## src/rtl/clk_div_prog.sv

```systemverilog
`default_nettype none
// ============================================================================
// Module   : clk_div_prog
// Purpose  : Bank of NUM_CH independent programmable clock dividers. Each
//            channel produces a registered divided clock (period D, high for
//            the first H cycles of the period) plus a one-cycle tick at every
//            period start. New D/H values are written into a per-channel
//            shadow and only take effect at the channel's next period
//            boundary (or on a global sync pulse), so the output never
//            glitches.
// Ports    : clk      - system clock, rising edge
//            reset    - asynchronous, active-high
//            en       - global count enable
//            sync     - one-cycle restart of all channels (ignores en)
//            wr_en    - configuration write strobe
//            wr_ch    - channel addressed by the write
//            wr_div   - new divisor D (0 disables the channel)
//            wr_high  - new high-time H
//            clk_out  - divided clocks, one bit per channel
//            tick     - period-start strobes, one bit per channel
//            pending  - shadow configuration waiting to be applied
// Revision : 1.0 - initial release
// ============================================================================
module clk_div_prog #(
   parameter int NUM_CH   = 4,
   parameter int CNT_W    = 8,
   parameter int DEF_DIV  = 4,
   parameter int DEF_HIGH = 2
) (
   input  logic                                              clk,
   input  logic                                              reset,
   input  logic                                              en,
   input  logic                                              sync,
   input  logic                                              wr_en,
   input  logic [((NUM_CH > 1) ? $clog2(NUM_CH) : 1)-1:0]    wr_ch,
   input  logic [CNT_W-1:0]                                  wr_div,
   input  logic [CNT_W-1:0]                                  wr_high,
   output logic [NUM_CH-1:0]                                 clk_out,
   output logic [NUM_CH-1:0]                                 tick,
   output logic [NUM_CH-1:0]                                 pending
);

   localparam int c_ch_w = (NUM_CH > 1) ? $clog2(NUM_CH) : 1;

   // One-hot write select; addresses beyond NUM_CH-1 select nothing.
   logic [NUM_CH-1:0] w_wr_sel;

   always_comb begin
      w_wr_sel = '0;
      for (int i = 0; i < NUM_CH; i++) begin
         if (wr_en && (wr_ch == c_ch_w'(i))) begin
            w_wr_sel[i] = 1'b1;
         end
      end
   end

   for (genvar ch = 0; ch < NUM_CH; ch++) begin : g_ch
      logic [CNT_W-1:0] r_act_div;
      logic [CNT_W-1:0] r_act_high;
      logic [CNT_W-1:0] r_shd_div;
      logic [CNT_W-1:0] r_shd_high;
      logic [CNT_W-1:0] r_cnt;
      logic             r_pend;
      logic             r_clk;
      logic             r_tick;

      logic             w_dis;
      logic             w_at_end;
      logic             w_restart;
      logic             w_apply;
      logic [CNT_W-1:0] w_div_nxt;
      logic [CNT_W-1:0] w_high_nxt;
      logic [CNT_W-1:0] w_cnt_nxt;
      logic             w_clk_nxt;
      logic             w_tick_nxt;

      always_comb begin
         w_dis      = (r_act_div == '0);
         w_at_end   = !w_dis && (r_cnt == (r_act_div - CNT_W'(1)));
         // A restart puts the counter at 0: period boundary, sync pulse, or
         // a disabled channel waking up because a new configuration waits.
         w_restart  = sync | (en & (w_at_end | (w_dis & r_pend)));
         // Uses the shadow as it was before this edge, so a write landing on
         // the boundary cycle waits for the following boundary.
         w_apply    = w_restart & r_pend;
         w_div_nxt  = w_apply ? r_shd_div  : r_act_div;
         w_high_nxt = w_apply ? r_shd_high : r_act_high;

         if (w_restart) begin
            w_cnt_nxt = '0;
         end else if (en && !w_dis) begin
            w_cnt_nxt = r_cnt + CNT_W'(1);
         end else begin
            w_cnt_nxt = r_cnt;
         end

         // Outputs reflect the counter value being registered this edge;
         // with the count frozen they simply hold.
         if (en || sync) begin
            w_clk_nxt = (w_div_nxt != '0) && (w_cnt_nxt < w_high_nxt);
         end else begin
            w_clk_nxt = r_clk;
         end
         w_tick_nxt = w_restart && (w_div_nxt != '0);
      end

      always_ff @(posedge clk or posedge reset) begin
         if (reset) begin
            r_act_div  <= CNT_W'(DEF_DIV);
            r_act_high <= CNT_W'(DEF_HIGH);
            r_shd_div  <= CNT_W'(DEF_DIV);
            r_shd_high <= CNT_W'(DEF_HIGH);
            r_cnt      <= CNT_W'(DEF_DIV - 1);
            r_pend     <= 1'b0;
            r_clk      <= 1'b0;
            r_tick     <= 1'b0;
         end else begin
            r_act_div  <= w_div_nxt;
            r_act_high <= w_high_nxt;
            r_cnt      <= w_cnt_nxt;
            r_clk      <= w_clk_nxt;
            r_tick     <= w_tick_nxt;
            if (w_wr_sel[ch]) begin
               r_shd_div  <= wr_div;
               r_shd_high <= wr_high;
               r_pend     <= 1'b1;
            end else if (w_apply) begin
               r_pend     <= 1'b0;
            end
         end
      end

      assign clk_out[ch] = r_clk;
      assign tick[ch]    = r_tick;
      assign pending[ch] = r_pend;
   end

endmodule
`default_nettype wire
```

## config.mk

```make
export PLATFORM = sky130hd
export DESIGN_NAME = clk_div_prog
export DESIGN_NICKNAME = d
export VERILOG_FILES = /design/src/rtl/clk_div_prog.sv
export SDC_FILE = /design/constraint.sdc
export NUM_CORES = 1
export LEC_CHECK = 0
export ABC_AREA = 1
export ABC_CLOCK_PERIOD_IN_PS = 11350
export CORE_MARGIN = 4
export CORE_UTILIZATION = 39
export CTS_CLUSTER_SIZE = 24
export DETAILED_ROUTE_END_ITERATION = 7
export PLACE_DENSITY_LB_ADDON = 0.15
export SLEW_MARGIN = 20
export SYNTH_ARGS = -nofsm -noshare
export SYNTH_HDL_FRONTEND = slang
export SYNTH_SLANG_ARGS = --single-unit
```

## constraint.sdc

```tcl
create_clock -name clk -period 11.35 [get_ports clk]
set_input_delay 3.405 -clock clk [delete_from_list [all_inputs] [get_ports clk]]
set_output_delay 3.405 -clock clk [all_outputs]
set_load 0.05 [all_outputs]
```

==> results.tsv <==
metric	value	unit
status	finished, final reports clean	
die area	0.02594	mm2
Longest Clk Path Bufs	2	
worst skew pair latency	0.42	ns
peak supply drop	0.1049	mV
Final Power	0.001779	W
critical path launch point type	primary input	
Max Fclk	168.2	MHz
first-pass GRT wire length	34660	um
Tightest Hold Check Type	flip-flop to flip-flop	
Synth cell types	38	
GRT overflow	0	
Die W	161.0	um
worst path cell trace	clkdlybuf4s50_1 -> nor2_1 -> inv_1 -> nand3_2 -> inv_1 -> o21ai_0 -> ha_1 -> nand2_1 -> inv_1 -> nand2_1 -> nand4_1 -> a21oi_1 -> nand2_1 -> nand2_1	
most common cell in the netlist	nand2_1	
Slew Limit Headroom	31.64	%
CP max stage cell	clkdlybuf4s50_1	
HP Start	g_ch[2].r_shd_high[6]	
total number of vias	6673	
WP data arrival	6.31	ns
Tcrit/Tclk final	52.39	%
buffers and inverters on the worst path	4	
Setup TNS	0	ns
cell row count	55	
Reg clk slew, reported paths	0.06	ns
Top Family by Delay on Critical Path	buffers and inverters	
Total Wirelength	21030	um
reg-to-reg startpoint	g_ch[2].r_act_div[0]	
diode count	0	
average cell area after synthesis	8.215	um2
cts repair resizes	0	
vias in the first global route	6545	
Ports	35	
First DRT Iteration DRCs	339	
Worst Path Required	11.72	ns
Post-synth EDFFs	0	
Ys Warns	0	
Min Clock Period, post-route	5.947	ns
Starting Density	39.98	%
Die Y	161.0	um
GRT Util Overall	16.86	%
Synth Instances	1112	
antenna viol nets, final	0	
RSZ-0062 raised after global routing	false	
Final setup viols	0	
synth cell count leaders	nand2_1 (263), inv_1 (174), dfrtp_1 (148)	
DR DRC count	0	
post-synthesis sequential area ratio	47.45	%
area leader, netlist	dfrtp_1	
largest net degree at the start of global routing	108	
worst-margin pin slew	1.023	ns
area of the mapped netlist	0.009135	mm2
setup skew after layout	0.007510	ns
Crit Path Class	primary input to flip-flop	
root buffer cell	clkbuf_16	
Mapped Nets	1175	
Post-DP HPWL	15650	um
WL/cell	14.44	um
Synth Flop Type	dfrtp_1	
nets	1194	
Yosys reg bits	172	
gp weighted congestion	0.8274	
CTS sink count	172	
Slew Viols, Final	0	
initial antenna violation count	1	
TritonCTS clock tree	built	
Hold-fix buffers, CTS	0	
slowest stage delay, CP	0.61	ns
post-CTS setup repair buffer count	0	
synth-to-layout area growth	11.90	%
vias per cell	4.580	
share of cells above drive strength 1	9.703	%
PwrDens	174.0	mW/mm2
drt first pass iters	4	
Synth area leaders	dfrtp_1 (41%), nand2_1 (11%), inv_1 (7.1%), dfstp_2 (6.9%), o21ai_0 (5.7%)	
most used cell, CP	nand2_1	
CP Capture Type	flip-flop	
Port Buf Inserts	34	
cts bufs inserted	17	
Hold Vio Cnt, Final	0	
core footprint	0.02285	mm2
MaxCap Viol Count	0	
H-tree depth	4	
Critical Path Source	sync	
Leak	5.127	nW
share of the synthesized area in the top cell type	40.54	%
fraction of registers with async set/reset	100.0	%
crit path max fanout	20	
-- report_power, final --
group          total [W]  internal (W)  switching (W)  leakage, nW
Clock           0.000537      0.000303       0.000235        0.256
Combinational   0.000424      0.000164       0.000260         2.81
Sequential      0.000817      0.000736      0.0000817         2.06
-- worst reg2reg max path, stage by stage (launching register included) --
cell and delay, ns:
dfrtp_1 0.44, inv_1 0.09, ha_1 0.31, xor2_1 0.13
nand2_1 0.06, a21oi_1 0.11, nand2_1 0.07, nor2_1 0.10
nand3_1 0.13, nand2_2 0.11, nand3_2 0.30, inv_1 0.37
o21ai_0 0.19, ha_1 0.34, nand2_1 0.09, inv_1 0.05
nand2_1 0.06, nand4_1 0.10, a21oi_1 0.16, nand2_1 0.07
nand2_1 0.06
-- registers in the layout, indices dropped and copies added, names as in the netlist --
register / flops
g_ch.r_pend: 4
g_ch.r_shd_div: 32
g_ch.r_tick: 4
g_ch.r_clk: 4
g_ch.r_act_high: 32
g_ch.r_cnt: 32
g_ch.r_shd_high: 32
g_ch.r_act_div: 32
-- area by class of cell --
cell class / count / area (um2)
repair buffers: 37 / 382.9
clock buffers: 26 / 499.2
inverters: 179 / 676.9
multi-input cells: 724 / 3900
clock inverters: 6 / 37.54
fillers: 2317 / 12620
flip-flops and latches: 172 / 4334
well taps: 313 / 391.6
-- stage by stage --
stage	worst slack, ns	hold WS (ns)	std cells	utilization [%]	instance area [um2]
after floorplan	3.325	0.4444	1112	-	9135
after global placement	4.968	0.4586	1424	42.21	9643
after detailed placement	4.918	0.4688	1424	42.21	9643
after CTS	5.345	0.4849	1456	44.56	10180
after global routing	5.038	0.5081	1457	44.74	10220
final	5.403	0.4855	1457	44.74	10220
-- per-layer routing --
layer | track usage [%] | wire [um] | vias up
met3 | 2.373 | 487 | 25
met2 | 27.55 | 9914 | 77
met4 | 4.924 | 359 | 0
met5 | 0 | 0 | -
met1 | 23.52 | 10270 | 3087
li1 | - | - | 3484
-- final timing paths --
check	slack, ns	cells after the start	end
worst max-delay path	5.40	14	g_ch[2].r_clk
worst min-delay path	0.49	2	g_ch[2].r_shd_high[6]
worst max register to register	7.93	20	g_ch[2].r_clk
worst min register to register	0.49	2	g_ch[2].r_shd_high[6]
max in group asynchronous	6.71	3	g_ch[0].r_shd_high[3]
min in group asynchronous	3.40	2	g_ch[1].r_act_div[5]
-- cells in the final DEF (no fill, tap or decap), drive strengths merged --
master / instances
o211ai: 2
inv: 178
a21oi: 24
nand4: 13
o21ai: 118
or2: 26
and3: 1
nor2: 94
nor3: 9
and2: 4
nand2: 273
mux2i: 1
xnor2: 18
clkinv: 4
a211oi: 1
nor4: 2
nor3b: 2
clkdlybuf4s50: 34
clkbuf: 26
dfrtp: 148
a21boi: 2
buf: 3
nand3: 45
ha: 40
nand3b: 11
dfstp: 24
xor2: 38
clkinvlp: 3
-- cell families (layout without fill, tap and decap cells) --
kind of cell	count (synthesis)	in the layout	share of synthesized area, %
AND/OR/NAND/NOR	480	480	23.30
flip-flops	172	172	47.45
multiplexers	1	1	0.1096
AO/OA/AOI/OAI	147	147	8.273
buffers and inverters	216	248	10.03
XOR/XNOR	56	56	5.369
adder cells (fa/ha/maj)	40	40	5.479
Power figures use the tool's default switching activity.
